File: src/rtl/sudoku_board_loader_if.sv
// Digit stream from the handwritten-digit recogniser into the board loader.
// Row-major valid/ready handshake, one 4-bit digit per transfer.
interface sudoku_board_loader_if;
    logic       in_valid;
    logic       in_ready;
    logic [3:0] in_digit;

    modport master (
        output in_valid,
        output in_digit,
        input  in_ready
    );

    modport slave (
        input  in_valid,
        input  in_digit,
        output in_ready
    );
endinterface

File: src/rtl/sudoku_board_loader.sv
// Collects 81 recognised digits into packed board vectors for the solver.
// Pulses start once the board is complete, then holds it until the next capture.
module sudoku_board_loader #(
    parameter int          CELLS   = 81,
    parameter logic [31:0] TIMEOUT = 32'd50000000
) (
    input  logic                   clk,
    input  logic                   reset_n,
    input  logic                   capture,
    input  logic                   abort,
    sudoku_board_loader_if.slave   in_if,
    output logic [4*CELLS-1:0]     init_board,
    output logic [CELLS-1:0]       init_board_blank,
    output logic                   start,
    output logic                   busy,
    output logic [6:0]             cell_idx,
    output logic                   err,
    output logic                   timeout
);

    typedef enum logic [1:0] {
        IDLE = 2'd0,
        LOAD = 2'd1,
        DONE = 2'd2,
        HOLD = 2'd3
    } state_t;

    localparam logic [6:0] LAST_IDX = 7'(CELLS - 1);

    state_t               state;
    state_t               state_nxt;
    logic [4*CELLS-1:0]   board_nxt;
    logic [CELLS-1:0]     blank_nxt;
    logic [6:0]           idx_nxt;
    logic                 err_nxt;
    logic                 tmo_nxt;
    logic [31:0]          idle_cnt;
    logic [31:0]          idle_nxt;
    logic                 hs;
    logic [8:0]           nib_base;
    logic [3:0]           digit;

    assign in_if.in_ready = (state == LOAD);
    assign hs             = in_if.in_valid & in_if.in_ready;
    assign digit          = in_if.in_digit;
    assign nib_base       = {cell_idx, 2'b00};

    always_comb begin
        state_nxt = state;
        board_nxt = init_board;
        blank_nxt = init_board_blank;
        idx_nxt   = cell_idx;
        err_nxt   = err;
        tmo_nxt   = timeout;
        idle_nxt  = idle_cnt;
        unique case (state)
            IDLE, HOLD: begin
                if (capture && !abort) begin
                    state_nxt = LOAD;
                    board_nxt = '0;
                    blank_nxt = '0;
                    idx_nxt   = '0;
                    err_nxt   = 1'b0;
                    tmo_nxt   = 1'b0;
                    idle_nxt  = '0;
                end
            end
            LOAD: begin
                if (abort) begin
                    state_nxt = IDLE;
                    board_nxt = '0;
                    blank_nxt = '0;
                    idx_nxt   = '0;
                    idle_nxt  = '0;
                end else if (hs) begin
                    idle_nxt = '0;
                    // out-of-range digits become editable blanks and flag err
                    if (digit >= 4'd1 && digit <= 4'd9) begin
                        board_nxt[nib_base +: 4] = digit;
                        blank_nxt[cell_idx]      = 1'b0;
                    end else begin
                        board_nxt[nib_base +: 4] = 4'd0;
                        blank_nxt[cell_idx]      = 1'b1;
                        if (digit > 4'd9) begin
                            err_nxt = 1'b1;
                        end
                    end
                    if (cell_idx == LAST_IDX) begin
                        state_nxt = DONE;
                    end else begin
                        idx_nxt = cell_idx + 7'd1;
                    end
                end else if (idle_cnt == TIMEOUT - 32'd1) begin
                    state_nxt = IDLE;
                    tmo_nxt   = 1'b1;
                    board_nxt = '0;
                    blank_nxt = '0;
                    idx_nxt   = '0;
                    idle_nxt  = '0;
                end else begin
                    idle_nxt = idle_cnt + 32'd1;
                end
            end
            DONE: begin
                if (abort) begin
                    state_nxt = IDLE;
                    board_nxt = '0;
                    blank_nxt = '0;
                    idx_nxt   = '0;
                    idle_nxt  = '0;
                end else begin
                    state_nxt = HOLD;
                end
            end
            default: begin
                state_nxt = IDLE;
            end
        endcase
    end

    always_ff @(posedge clk or negedge reset_n) begin
        if (!reset_n) begin
            state            <= IDLE;
            init_board       <= '0;
            init_board_blank <= '0;
            start            <= 1'b0;
            busy             <= 1'b0;
            cell_idx         <= '0;
            err              <= 1'b0;
            timeout          <= 1'b0;
            idle_cnt         <= '0;
        end else begin
            state            <= state_nxt;
            init_board       <= board_nxt;
            init_board_blank <= blank_nxt;
            start            <= (state_nxt == DONE);
            busy             <= (state_nxt == LOAD) || (state_nxt == DONE);
            cell_idx         <= idx_nxt;
            err              <= err_nxt;
            timeout          <= tmo_nxt;
            idle_cnt         <= idle_nxt;
        end
    end

endmodule

File: src/flat_wrapper.sv
// flat-port wrapper written by rule: the top's interface ports become plain ports
module sudoku_board_loader_flat 
#(
    parameter int          CELLS   = 81,
    parameter logic [31:0] TIMEOUT = 32'd50000000
)
  (clk, reset_n, capture, abort, init_board, init_board_blank, start, busy, cell_idx, err, timeout, in_if_in_valid, in_if_in_digit, in_if_in_ready);
  sudoku_board_loader_if in_if_i ();
  input  logic clk;
  input  logic reset_n;
  input  logic capture;
  input  logic abort;
  output logic [4*CELLS-1:0] init_board;
  output logic [CELLS-1:0] init_board_blank;
  output logic start;
  output logic busy;
  output logic [6:0] cell_idx;
  output logic err;
  output logic timeout;
  input wire logic [$bits(in_if_i.in_valid)-1:0] in_if_in_valid;
  input wire logic [$bits(in_if_i.in_digit)-1:0] in_if_in_digit;
  output wire logic [$bits(in_if_i.in_ready)-1:0] in_if_in_ready;
  assign in_if_i.in_valid = in_if_in_valid;
  assign in_if_i.in_digit = in_if_in_digit;
  assign in_if_in_ready = in_if_i.in_ready;
  sudoku_board_loader #(.CELLS(CELLS), .TIMEOUT(TIMEOUT)) u_core (.clk(clk), .reset_n(reset_n), .capture(capture), .abort(abort), .in_if(in_if_i), .init_board(init_board), .init_board_blank(init_board_blank), .start(start), .busy(busy), .cell_idx(cell_idx), .err(err), .timeout(timeout));
endmodule
File: config.mk
export PLATFORM = sky130hd
export DESIGN_NAME = sudoku_board_loader_flat
export DESIGN_NICKNAME = d
export VERILOG_FILES = /design/src/rtl/sudoku_board_loader_if.sv /design/src/rtl/sudoku_board_loader.sv /design/src/flat_wrapper.sv
export SDC_FILE = /design/constraint.sdc
export NUM_CORES = 1
export LEC_CHECK = 0
export BUFFER_PORTS_ARGS = -buffer_cell sky130_fd_sc_hd__buf_2
export CORE_MARGIN = 4
export CORE_UTILIZATION = 59
export CTS_CLUSTER_DIAMETER = 80
export DETAILED_ROUTE_END_ITERATION = 12
export GPL_TIMING_DRIVEN = 0
export PLACE_DENSITY_LB_ADDON = 0.12
export SKIP_CTS_REPAIR_TIMING = 1
export SLEW_MARGIN = 20
export SYNTH_ARGS = -nofsm -noshare
export SYNTH_HDL_FRONTEND = slang
export SYNTH_SLANG_ARGS = --single-unit
File: constraint.sdc
create_clock -name clk -period 6.5 [get_ports clk]
set_input_delay 1.3 -clock clk [delete_from_list [all_inputs] [get_ports clk]]
set_output_delay 1.3 -clock clk [all_outputs]
set_load 0.02 [all_outputs]
==> metrics.json, run 1 <==
{
  "worstMarginPinSlew_ps": 1150,
  "ant_nets": 0,
  "yosysWarnings": 0,
  "synthToLayoutAreaGrowth_pct": 22.1,
  "post-route-worst-setup-slack_ps": 1650,
  "number_of_nets_in_the_layout": 2493,
  "synth_cells": 2000,
  "achievable-frequency_mhz": 206,
  "slew_violations": 0,
  "finalWeightedCongestion": 0.994,
  "setup.worst_path.start_class": "register",
  "yosys.cell_types.count": 74,
  "clock-root-buffer": "clkbuf_16",
  "worstPathCellList": "clkbuf_1, clkinv_1, ha_1, clkbuf_1, o21a_1, o211ai_1, clkbuf_1, nand4_1, nand3_1, o21ai_0",
  "place.port_buffers": 421,
  "clkSlewWorstSetupHoldPaths_ps": 60,
  "drt_iter0_markers": 2517,
  "period_share": 0.745,
  "timing_hold_violations_final": 0,
  "synth-main-ff-cell": "dfrtp_1",
  "critical_path.max_stage_delay_ps": 900,
  "postRouteWirelength_mm": 76.5,
  "outcome": "completed",
  "post_synth_fa_ha_maj_area_fraction": 0.00559,
  "grt_start_max_net_pins": 100,
  "worstPathMaxFanout": 11,
  "finalSetupTns_ps": 0,
  "htree_levels": 2,
  "drc_errors": 0,
  "grt_antenna_before_repair": 2,
  "cts_buffers": 46,
  "placeableCoreArea_mm2": 0.0336,
  "detailroute.via_count": 19500,
  "antenna_cells_inserted": 0,
  "drive_above_1_share": 0.233,
  "synth_top_cell_by_area": "dfrtp_1",
  "arrival_ps": 5240,
  "synth_top_area_frac": 0.559,
  "grt_setup_unrepaired": "false",
  "max_cap_viol_count": 0,
  "track_usage": 0.401,
  "pwr_density_cell_mw_per_mm2": 291,
  "detail_route.first_pass.iterations": 7,
  "simple_gate_share_of_the_synthesized_area": 0.165,
  "cts_sinks": 450,
  "placement_rows": 67,
  "wl_per_cell_um": 25.9,
  "vias_per_cell": 6.59,
  "synth_edf_count": 0,
  "grt_pass1_wl_mm": 113,
  "critical_path.most_common_cell": "clkbuf_1",
  "synth.area.top_cells": "dfrtp_1, o21ai_0, nand2_1, nand3_1, mux2i_1",
  "vdd.ir_drop.worst_v": 0.000270,
  "smallest_hold_slack_ps": 488,
  "initial_utilization": 0.599,
  "vias_in_the_first_global_route": 19000,
  "fill_cells": 2586,
  "area_occupied_by_multi_input_gates_mm2": 0.00828,
  "worst_hold_path_class": "reg -> reg",
  "grt_remaining_overflow": 0,
  "worstSetupPathType": "reg -> reg",
  "synth_sequential_area_ratio": 0.559,
  "end_kind": "register",
  "netlist_area_mm2": 0.0201,
  "worstSkewPairLatency_ps": 560,
  "cts_tree": "yes",
  "final.setup_skew_ps": 14.8,
  "static_leakage_uw": 0.0122,
  "synthesis.nets": 2018,
  "overall_die_width_um": 193,
  "synthArstFlopShare": 1.00,
  "relSlewSlack": 0.227,
  "design.portCount": 426,
  "final.min_clock_period_ps": 4850,
  "synth-compound-area-share": 0.182,
  "final-seq-area_mm2": 0.0113,
  "cts-root-to-sink-buffers": 3,
  "postSynthRegisterBits": 450,
  "crit_slowest_cell": "o211ai_1",
  "fp.dieH_um": 193,
  "syn_area_per_cell_um2": 10.1,
  "worst_setup_slack_post_dpl_ps": 1990,
  "utilization": 0.731,
  "setup_viol": 0,
  "synth_area_in_xor_xnor": 0.0131,
  "die_area_mm2": 0.0371,
  "synth_top_family_by_area": "compound AO/OA/AOI/OAI gates",
  "timing.critical_path.required_ps": 6900,
  "post_synth_mux_area_share": 0.0447,
  "dp_hpwl_mm": 55.6
}
-- cell type report --
type,instances,share of cell area
Sequential cell,450,0.458
Multi-Input combinational cell,1408,0.337
Timing Repair Buffer,427,0.0919
Clock buffer,71,0.0572
Tap cell,448,0.0228
Buffer,127,0.0226
Clock inverter,14,0.00820
Inverter,15,0.00229
-- cell usage after synthesis, types with 9 or more instances --
master,instances
ha_1,9
nor3_1,19
nor2b_1,9
clkbuf_1,75
nand2b_1,13
nand2_1,238
and2_1,12
nor2_1,93
o21ai_1,68
buf_2,38
a22o_1,26
a32o_1,41
nand4_1,44
inv_1,14
o31ai_1,33
mux2i_1,82
o211ai_1,9
and3_1,14
xnor2_1,13
xor2_1,17
o21ai_0,225
o2bb2ai_1,27
dfrtp_1,450
nand3_1,176
nor4_1,15
a21oi_1,122
-- cells by family after synthesis --
group,Yosys count
muxes,89
adders and majority gates,9
and+or+nand+nor,683
xor gates and xnor gates,30
DFF,450
buffers and inverters,142
AOI/OAI and AO/OA,597
-- worst max-delay path, delay by kind of cell, from the launching register on --
kind            cells  cell delay [ps]
compound gates      3             1250
fa+ha+maj           1              360
simple gates        2              750
flops               1              620
buf+inv             4             1700
-- layer usage --
metal / part of all wire / track usage / up-vias / routed length (um)
met2: 0.46 / 0.637 / 1372 / 35000
met4: 0.076 / 0.250 / 4 / 5830
li1: - / - / 8262 / -
met3: 0.11 / 0.0933 / 353 / 8630
met5: 0.00047 / 0 / - / 36
met1: 0.35 / 0.497 / 9511 / 27000
-- where the power goes --
group	total (uW)	leakage, uW	switching, uW	internal [uW]
clock	2810	0.000794	1120	1690
combinational	1500	0.00517	1220	285
sequential	2840	0.00628	22.8	2820
total	7160	0.0122	2360	4790
-- sequential cells by signal, indices dropped and copies added (netlist names) --
name,cells
u_core.start,1
u_core.busy,1
u_core.idle_cnt,32
u_core.init_board,324
u_core.err,1
u_core.state,2
u_core.cell_idx,7
u_core.init_board_blank,81
u_core.timeout,1
-- cell usage in the layout, fill, tap and decap left out, drive strengths merged, types with 5 or more instances in the layout --
cell type | Yosys | final
o21ai | 294 | 294
dfrtp | 450 | 450
nor2 | 95 | 95
nor3 | 28 | 28
nand2b | 13 | 13
nand3 | 177 | 177
nand2 | 240 | 240
or3 | 8 | 8
o2bb2ai | 27 | 27
xor2 | 17 | 17
nor4 | 16 | 16
a21oi | 123 | 123
and2 | 16 | 16
nor2b | 9 | 9
mux2 | 7 | 7
or2 | 6 | 6
a31oi | 7 | 7
inv | 14 | 15
a32o | 41 | 41
o31ai | 33 | 33
xnor2 | 13 | 13
nand4 | 44 | 44
bufinv | 0 | 5
clkinv | 1 | 8
a22o | 26 | 26
and3 | 14 | 14
mux2i | 82 | 82
o211ai | 9 | 9
buf | 51 | 478
clkbuf | 76 | 147
ha | 9 | 9
a31o | 6 | 6
-- path summary, 6_finish.rpt --
path / start / to / slack (ps) / cells after the start
worst max-delay path: u_core.cell_idx[0] / u_core.init_board[272] / 1650 / 10
worst min-delay path: u_core.init_board[206] / u_core.init_board[206] / 490 / 2
worst max register to register: u_core.cell_idx[0] / u_core.init_board[272] / 1650 / 10
worst min register to register: u_core.init_board[206] / u_core.init_board[206] / 490 / 2
max in group asynchronous: reset_n / u_core.init_board[136] / 4370 / 4
min in group asynchronous: reset_n / u_core.init_board[322] / 630 / 1
-- metrics by stage --
stage | power (uW) | instance area, um2 | std cells
final | 7160 | 24600 | 2960
after global routing | 7350 | 24600 | 2960
after CTS | 7080 | 24600 | 2960
after detailed placement | 4310 | 23000 | 2875
after global placement | 4280 | 22800 | 2869
after floorplan | 3740 | 20100 | 2000
No activity file was read; power rests on OpenSTA's default activity.
==> run 2, diff against run 1 <==
--- a/config.mk
+++ b/config.mk
@@ -5,9 +5,10 @@
 export SDC_FILE = /design/constraint.sdc
 export NUM_CORES = 1
 export LEC_CHECK = 0
+export ABC_AREA = 1
 export BUFFER_PORTS_ARGS = -buffer_cell sky130_fd_sc_hd__buf_2
 export CORE_MARGIN = 4
-export CORE_UTILIZATION = 59
+export CORE_UTILIZATION = 57
 export CTS_CLUSTER_DIAMETER = 80
 export DETAILED_ROUTE_END_ITERATION = 12
 export GPL_TIMING_DRIVEN = 0
==> constraint.sdc (replaced) <==
create_clock -name clk -period 4.8 [get_ports clk]
set_input_delay 0.96 -clock clk [delete_from_list [all_inputs] [get_ports clk]]
set_output_delay 0.96 -clock clk [all_outputs]
set_load 0.02 [all_outputs]
==> metrics.json, run 2 <==
{
  "period_share": 0.710,
  "largest_registers": "u_core.init_board: 324 flops, u_core.init_board_blank: 81 flops, u_core.idle_cnt: 32 flops",
  "mostFrequentLayoutCell": "nand2_1",
  "relSlewSlack": 0.227,
  "netlist_area_mm2": 0.0235,
  "worstSkewPairLatency_ps": 620,
  "timing.reg2reg.setup_slack_ps": 1390,
  "wl_per_cell_um": 22.9,
  "dp_hpwl_mm": 71.9,
  "cts_tree": "yes",
  "number_of_nets_in_the_layout": 3701,
  "postRouteWirelength_mm": 97.5,
  "utilization": 0.688,
  "setup.worst_path.start_class": "register",
  "routed-wl-met2_mm": 42.6,
  "synth_top_area_frac": 0.479,
  "achievable-frequency_mhz": 293,
  "worst_hold_path_class": "in -> async",
  "smallest_hold_slack_ps": 146,
  "yosysWarnings": 0,
  "htree_levels": 2,
  "cts_sinks": 450,
  "worstMarginPinSlew_ps": 1160,
  "synth_edf_count": 0,
  "arrival_ps": 3950,
  "detailroute.via_count": 25500,
  "end_kind": "register",
  "crit_path_start": "u_core.state[1]",
  "max_cap_viol_count": 0,
  "synth.area.top_cells": "dfrtp_1, nand2_1, nor2_1, nand3_1, o21ai_0",
  "finalWeightedCongestion": 1.10,
  "synthArstFlopShare": 1.00,
  "vias_per_cell": 6.00,
  "syn_area_per_cell_um2": 7.33,
  "grt_antenna_before_repair": 3,
  "largest_register_ffs": 324,
  "synth_sequential_area_ratio": 0.479,
  "synth-main-ff-cell": "dfrtp_1",
  "critical_path.reg2reg.startpoint": "u_core.state[1]",
  "die_area_mm2": 0.0445,
  "grt_setup_unrepaired": "false",
  "drt_iter0_markers": 3684,
  "clock-root-buffer": "clkbuf_16",
  "vdd.ir_drop.worst_v": 0.000286,
  "vias_in_the_first_global_route": 24500,
  "synth_top_cell_by_area": "dfrtp_1",
  "grt_pass1_wl_mm": 145,
  "final-instance-count-excl-fill": 4254,
  "slew_violations": 0,
  "outcome": "completed",
  "pwr_density_cell_mw_per_mm2": 404,
  "placement_rows": 74,
  "drc_errors": 0,
  "synth_cells": 3203,
  "yosys.cell_count.top_type": "nand2_1",
  "worstPathMaxFanout": 10,
  "regMostFlops": "u_core.init_board",
  "timing_hold_violations_final": 0,
  "clkSlewWorstSetupHoldPaths_ps": 60,
  "detail_route.first_pass.iterations": 7,
  "drive_above_1_share": 0.191,
  "maxUsedRoutingLayer": "met5",
  "final.min_clock_period_ps": 3410,
  "grt_remaining_overflow": 0,
  "p_total_uw": 11400,
  "initial_utilization": 0.575,
  "worstSetupPathType": "reg -> reg",
  "finalSetupTns_ps": 0,
  "fill_cells": 3448,
  "yosys.cell_types.count": 46,
  "static_leakage_uw": 0.0152,
  "synthesis.nets": 3221,
  "synthToLayoutAreaGrowth_pct": 19.6,
  "design.portCount": 426,
  "cts-root-to-sink-buffers": 3,
  "placeableCoreArea_mm2": 0.0408,
  "postSynthRegisterBits": 450,
  "overall_die_width_um": 211,
  "grt_start_max_net_pins": 102,
  "final.setup_skew_ps": 17.2,
  "cts_buffers": 49,
  "number_of_instances_in_the_placed_design": 4164,
  "layout_common_cells": "nand2_1, buf_2, dfrtp_1, nor2_1, nand3_1",
  "met3WireLength_mm": 13.3,
  "place.port_buffers": 424,
  "synth.cells.most_frequent": "nand2_1, dfrtp_1, nor2_1",
  "timing.critical_path.required_ps": 5350,
  "drt-met1-wl_mm": 35.4,
  "fp.dieH_um": 211,
  "setup_viol": 0,
  "track_usage": 0.426,
  "ant_nets": 0
}
==> run 2: worst max-delay path: stages (launching register included) <==
cell and delay (ps):
dfrtp_1 410, inv_1 70, ha_1 350, nand2_1 170, nor2_4 280, inv_2 220
nor2_4 390, clkbuf_1 880, nand2_1 250, nor2_1 150, nand2_1 70, nand2_1 80
==> run 2: through the flow <==
step,cell area (um2),setup slack (ps)
2_1_floorplan,23500,2330
5_1_grt,28100,1350
3_5_place_dp,26400,1220
6_report,28100,1390
4_1_cts,28100,1640
3_3_place_gp,26300,-6000
==> run 2: kinds of logic after synthesis <==
logic type,after synthesis,synth area share
flip-flops,450,0.479
buffers and inverters,376,0.0715
XOR/XNOR,11,0.00410
adder cells (fa/ha/maj),9,0.00479
AO/OA/AOI/OAI,328,0.0725
AND/OR/NAND/NOR,2029,0.368
==> run 2: routing by layer <==
layer	vias to the layer above	global-route usage
met3	387	0.128
li1	11200	-
met2	1867	0.639
met5	-	0.00862
met1	12100	0.559
met4	6	0.232
==> run 2: area by class of cell <==
class                      count  area [um2]  share of cell area
inverter                     243         926              0.0329
sequential                   450       11300               0.401
clock buffer                  72        1470              0.0521
multi-input combinational   2377       10600               0.376
buffer                       133         756              0.0269
clock inverter                17         204             0.00726
antenna                        1        2.50           0.0000890
tap                          532         666              0.0237
timing repair buffer         429        2270              0.0808
==> run 2: path summary, 6_finish.rpt <==
path                                          end  cells after the start
min in group clk           u_core.init_board[295]                      2
hold reg to reg            u_core.init_board[295]                      2
max in group asynchronous  u_core.init_board[122]                      3
hold / removal                 u_core.idle_cnt[9]                      1
setup / recovery           u_core.init_board[217]                     11
setup reg to reg           u_core.init_board[217]                     11
==> run 2: power by group <==
part | total [uW] | leakage, uW | switching [uW] | internal, uW
Clock | 3970 | 0.000823 | 1640 | 2330
Sequential | 3850 | 0.00628 | 28.3 | 3820
Combinational | 3540 | 0.00806 | 2890 | 651
Total | 11400 | 0.0152 | 4560 | 6800
